File: config.mk
export PLATFORM = sky130hd
export DESIGN_NAME = range_tracker
export DESIGN_NICKNAME = d
export VERILOG_FILES = /design/src/rtl/range_tracker.sv
export SDC_FILE = /design/constraint.sdc
export NUM_CORES = 1
export LEC_CHECK = 0
export CAP_MARGIN = 20
export CORE_MARGIN = 2
export CORE_UTILIZATION = 30
export CTS_CLUSTER_SIZE = 30
export DETAILED_ROUTE_END_ITERATION = 8
export SETUP_SLACK_MARGIN = 0.3
export SYNTH_ARGS = -nofsm -noshare
export SYNTH_HDL_FRONTEND = slang
export SYNTH_SLANG_ARGS = --single-unit
File: constraint.sdc
create_clock -name clock -period 4.02 [get_ports clock]
set_input_delay 0.402 -clock clock [delete_from_list [all_inputs] [get_ports clock]]
set_output_delay 0.402 -clock clock [all_outputs]
set_load 0.03 [all_outputs]
File: src/rtl/range_tracker.sv
// range_tracker: min/max/range of the samples between go and finish, with a sticky error code.
// Optional saturating sample counter enabled by defining RANGE_TRACKER_COUNT_EN.
module range_tracker #(
   parameter int unsigned WIDTH     = 10,
   parameter int unsigned CNT_WIDTH = 8,
   parameter int unsigned SIGNED    = 0
) (
   input  logic                 clock,
   input  logic                 reset,
   input  logic [WIDTH-1:0]     data_in,
   input  logic                 valid,
   input  logic                 go,
   input  logic                 finish,
   output logic [WIDTH-1:0]     range,
   output logic [WIDTH-1:0]     min_val,
   output logic [WIDTH-1:0]     max_val,
   output logic [CNT_WIDTH-1:0] count,
   output logic                 done,
   output logic                 busy,
   output logic [1:0]           error
);

   typedef enum logic {IDLE = 1'b0, RUN = 1'b1} state_t;

   localparam logic [1:0] ERR_NONE     = 2'b00;
   localparam logic [1:0] ERR_FIN_IDLE = 2'b01;
   localparam logic [1:0] ERR_GO_RUN   = 2'b10;
   localparam logic [1:0] ERR_GO_FIN   = 2'b11;

   state_t           r_state;
   state_t           w_state_nxt;
   logic             w_load;
   logic             w_step;
   logic             w_commit;
   logic [1:0]       w_error_nxt;
   logic             w_lt;
   logic             w_gt;
   logic [WIDTH-1:0] w_acc_min;
   logic [WIDTH-1:0] w_acc_max;
   logic [WIDTH-1:0] r_run_min;
   logic [WIDTH-1:0] r_run_max;
   logic [WIDTH-1:0] r_range;
   logic [WIDTH-1:0] r_min;
   logic [WIDTH-1:0] r_max;
   logic             r_done;
   logic             r_busy;
   logic [1:0]       r_error;

   // Running extremes with this cycle's sample folded in (when valid)
   always_comb begin
      if (SIGNED != 0) begin
         w_lt = $signed(data_in) < $signed(r_run_min);
         w_gt = $signed(data_in) > $signed(r_run_max);
      end else begin
         w_lt = data_in < r_run_min;
         w_gt = data_in > r_run_max;
      end
      w_acc_min = (valid && w_lt) ? data_in : r_run_min;
      w_acc_max = (valid && w_gt) ? data_in : r_run_max;
   end

   always_ff @(posedge clock or posedge reset) begin
      if (reset) r_state <= IDLE;
      else       r_state <= w_state_nxt;
   end

   // go+finish together aborts from either state and discards the session
   always_comb begin
      w_state_nxt = r_state;
      w_load      = 1'b0;
      w_step      = 1'b0;
      w_commit    = 1'b0;
      w_error_nxt = r_error;
      if (go && finish) begin
         w_state_nxt = IDLE;
         w_error_nxt = ERR_GO_FIN;
      end else begin
         case (r_state)
            IDLE: begin
               if (go) begin
                  w_load      = 1'b1;
                  w_error_nxt = ERR_NONE;
                  w_state_nxt = RUN;
               end else if (finish) begin
                  w_error_nxt = ERR_FIN_IDLE;
               end
            end
            RUN: begin
               if (go) begin
                  w_load      = 1'b1;
                  w_error_nxt = ERR_GO_RUN;
               end else if (finish) begin
                  w_commit    = 1'b1;
                  w_state_nxt = IDLE;
               end else begin
                  w_step = valid;
               end
            end
            default: w_state_nxt = IDLE;
         endcase
      end
   end

   always_ff @(posedge clock or posedge reset) begin
      if (reset) begin
         r_run_min <= '0;
         r_run_max <= '0;
         r_range   <= '0;
         r_min     <= '0;
         r_max     <= '0;
         r_done    <= 1'b0;
         r_busy    <= 1'b0;
         r_error   <= ERR_NONE;
      end else begin
         if (w_load) begin
            r_run_min <= data_in;
            r_run_max <= data_in;
         end else if (w_step) begin
            r_run_min <= w_acc_min;
            r_run_max <= w_acc_max;
         end
         if (w_commit) begin
            r_min   <= w_acc_min;
            r_max   <= w_acc_max;
            r_range <= w_acc_max - w_acc_min;
         end
         r_done  <= w_commit;
         r_busy  <= (w_state_nxt == RUN);
         r_error <= w_error_nxt;
      end
   end

`ifdef RANGE_TRACKER_COUNT_EN
   logic [CNT_WIDTH-1:0] r_run_cnt;
   logic [CNT_WIDTH-1:0] r_count;
   logic [CNT_WIDTH-1:0] w_acc_cnt;

   // Saturate rather than wrap
   assign w_acc_cnt = (valid && (r_run_cnt != {CNT_WIDTH{1'b1}})) ?
                      r_run_cnt + CNT_WIDTH'(1) : r_run_cnt;

   always_ff @(posedge clock or posedge reset) begin
      if (reset) begin
         r_run_cnt <= '0;
         r_count   <= '0;
      end else begin
         if (w_load)      r_run_cnt <= CNT_WIDTH'(1);
         else if (w_step) r_run_cnt <= w_acc_cnt;
         if (w_commit)    r_count   <= w_acc_cnt;
      end
   end

   assign count = r_count;
`else
   assign count = '0;
`endif

   assign range   = r_range;
   assign min_val = r_min;
   assign max_val = r_max;
   assign done    = r_done;
   assign busy    = r_busy;
   assign error   = r_error;

endmodule

==> results.cfg <==
[synthesis]
synth_ff_type = dfrtp_1
yosysTopAreaCellShare_pct = 40.7
yosys_warnings = 0
syn_inst = 336
synth_cell_types = 51
ys_ff_latch = 54
ys_async_sr_fraction_pct = 100
synth_top_area_cell = dfrtp_1
netlist_area_um2 = 3320
yosysSeqAreaShare_pct = 40.7
synth-edff-count = 0
avgSynthCellArea_um2 = 9.89
ys_top_cells_by_area = dfrtp_1 (41%), ha_1 (11%), nand2_1 (5.3%), mux2_2 (5.1%), mux2_4 (4.1%)

[worst_hold_path]
hold_depth = 2
hold_path_end = max_val[1]$_DFFE_PP0P_
hold_path_class = flip-flop to flip-flop
min-delay-start = max_val[1]$_DFFE_PP0P_

[final_layout]
drive_gt1_share_pct = 29.5
diodes = 0
final_nets = 480
layout_commonest_cell = dfrtp_1
syn2layout_area_growth_pct = 38.3
final_cell_mix = dfrtp_1 (54), buf_4 (53), nand2_1 (47)
final_cells = 577

[power]
p_comb_share_pct = 54.5
power_frac_seq_pct = 31.8
intPower_mw = 1.43
clkPwrFrac_pct = 13.7
ir_drop_mv = 0.223
sw_frac_of_total_pct = 40.2
power.leakage_nw = 2.14
power_density_nw_per_um2 = 520
power_mw = 2.39
p_sw_mw = 0.962

[clock_network]
clk_pin_slew_worst_paths_ns = 0.11
clock-sinks = 54
htreeDepth = 2
cts-root-buf = clkbuf_8
clk_latency_ns = 0.32
cts_tree = built
clockBufferDepth = 2
hold_buffers = 0
cts_made_buffers = 5

[timing]
fin_crit_ns = 3.62
hold_viol_final = 0
rsz0062_at_grt = yes
skew_ns = 0.0142
max_slew_margin_pct = 49.7
finalSetupTns_ns = 0
worstMarginPinSlew_ns = 0.753
fin_crit_sh_pct = 90.0
timing.fmax_mhz = 276
drv_slew = 0
finalSetupViolCount = 0

[critical_path]
r2r_start = r_run_max[7]$_DFFE_PP0P_
crit_path_end_kind = flip-flop
crit_fanout = 7
required_ns = 4.25
cp-start-kind = primary input
setup.worst_path.class = primary input to flip-flop
r2r_cells = 16
crit_arrival_ns = 3.85
r2r_end = range[9]$_DFFE_PP0P_
r2r_slack_ns = 0.43

[global_routing]
track_usage_pct = 15.0
gr-usage-met3_pct = 2.39
antenna_found_initial = 0
grt_busiest_layer = met2
grt_pass1_wl_um = 13900
grt_max_degree = 56
use_met1_pct = 19.8
first_global_vias = 2775
grt_overflow = 0
grt.met2_usage_pct = 25.6

[drt]
drc = 0
wl_per_cell_um = 14.6
ant_nets = 0
drt_iter0_markers = 76
first_pass_iters = 4
dr_total_vias = 2715
vias_per_cell = 4.71
drt-total-wl_um = 8400

[floorplan]
die_w_um = 109
fp.dieH_um = 109
placeableCoreArea_um2 = 10800
dieArea_um2 = 11900
start_util_pct = 30.7
ios = 57
placementRows = 38

[placement]
hpwl_um = 6300
place_inst = 557
place.gp.congestion = 0.839
io_buffers = 48

[outcome]
status = finished clean

[run]
maxCapViolCount = 0
==> power by group through the flow <==
stage	clock, mW	combinational (mW)	sequential, mW
CTS	0.337	1.23	0.764
detailed placement	0	1.19	0.773
global placement	0	1.17	0.771
finish	0.328	1.30	0.761
floorplan	0	0.499	0.969
global route	0.362	1.42	0.778
==> synth_stat cells, types with 4 or more instances <==
master    instances
clkbuf_1          7
nor2_1           19
a21oi_1          15
nor3_1            4
dfrtp_1          54
ha_1             28
inv_1            33
buf_4             8
o21ai_0          26
mux2_2           15
mux2_4            9
nand2_1          47
a211oi_1          5
mux2i_1           5
==> sequential cells by signal, summed over array words and instances (netlist names) <==
signal / cells
max_val: 10
min_val: 10
r_run_max: 10
r_run_min: 10
range: 10
error: 2
busy: 1
done: 1
==> how the worst max path moves through the flow <==
| stage | from | end | slack (ns) | cells after the start |
|---|---|---|---|---|
| 5_1_grt | r_run_max[9]$_DFFE_PP0P_ | range[8]$_DFFE_PP0P_ | 0.24 | 15 |
| 4_1_cts | data_in[0] | range[9]$_DFFE_PP0P_ | 0.31 | 15 |
| 6_report | data_in[3] | range[9]$_DFFE_PP0P_ | 0.40 | 16 |
| 2_1_floorplan | data_in[3] | range[9]$_DFFE_PP0P_ | 0.52 | 15 |
| 3_3_place_gp | data_in[4] | range[9]$_DFFE_PP0P_ | -0.16 | 16 |
| 3_5_place_dp | data_in[4] | range[9]$_DFFE_PP0P_ | -0.29 | 14 |
==> per-stage QoR <==
stage          utilization (%)  instance area (um^2)  setup slack (ns)  hold WS (ns)
3_5_place_dp              39.0                  4230            -0.291         0.465
3_3_place_gp              39.0                  4230            -0.160         0.464
5_1_grt                   42.4                  4600             0.239         0.503
6_report                  42.4                  4600             0.401         0.483
2_1_floorplan                -                  3350             0.525         0.481
4_1_cts                   40.9                  4430             0.306         0.491
==> kinds of logic after synthesis <==
| family | count (synthesis) | synth area share, % |
|---|---|---|
| xor gates and xnor gates | 5 | 1.32 |
| DFF | 54 | 40.7 |
| adders and majority gates | 29 | 11.1 |
| muxes | 29 | 10.7 |
| and+or+nand+nor | 98 | 14.8 |
| buffers and inverters | 50 | 6.63 |
| AOI/OAI and AO/OA | 70 | 14.6 |
| other | 1 | 0.113 |
==> layout make-up <==
type                    count  area [um^2]
repair buffers            102          886
fillers                  1078         6240
inverters                  33          124
multi-input cells         240         1970
flip-flops and latches     54         1350
well taps                 140          175
clock buffers               6         82.6
clock inverters             2         12.5
==> what timing repair did <==
item,CTS,global route
endpoints found under the setup margin,3,3
buffers inserted,4,7
cloned,0,1
pin swaps,7,10
resized for setup,15,23
==> per-layer routing <==
metal  vias up  share of wire [%]
met2        67                 50
li1       1338                  -
met3        10                3.9
met4         0                1.5
met5         -                  0
met1      1300                 44
==> worst max-delay path: stages <==
cell	delay (ns)
clkdlybuf4s50_1	0.48
ha_4	0.32
nand4_4	0.14
a211oi_4	0.25
a2111oi_4	0.09
nor2_4	0.27
mux2i_1	0.27
inv_1	0.07
ha_1	0.27
nor2b_1	0.13
o21a_1	0.19
o21ai_2	0.19
a21oi_2	0.08
a31o_2	0.26
or2_4	0.23
o311ai_2	0.21
(Power assumes the default switching activity.)
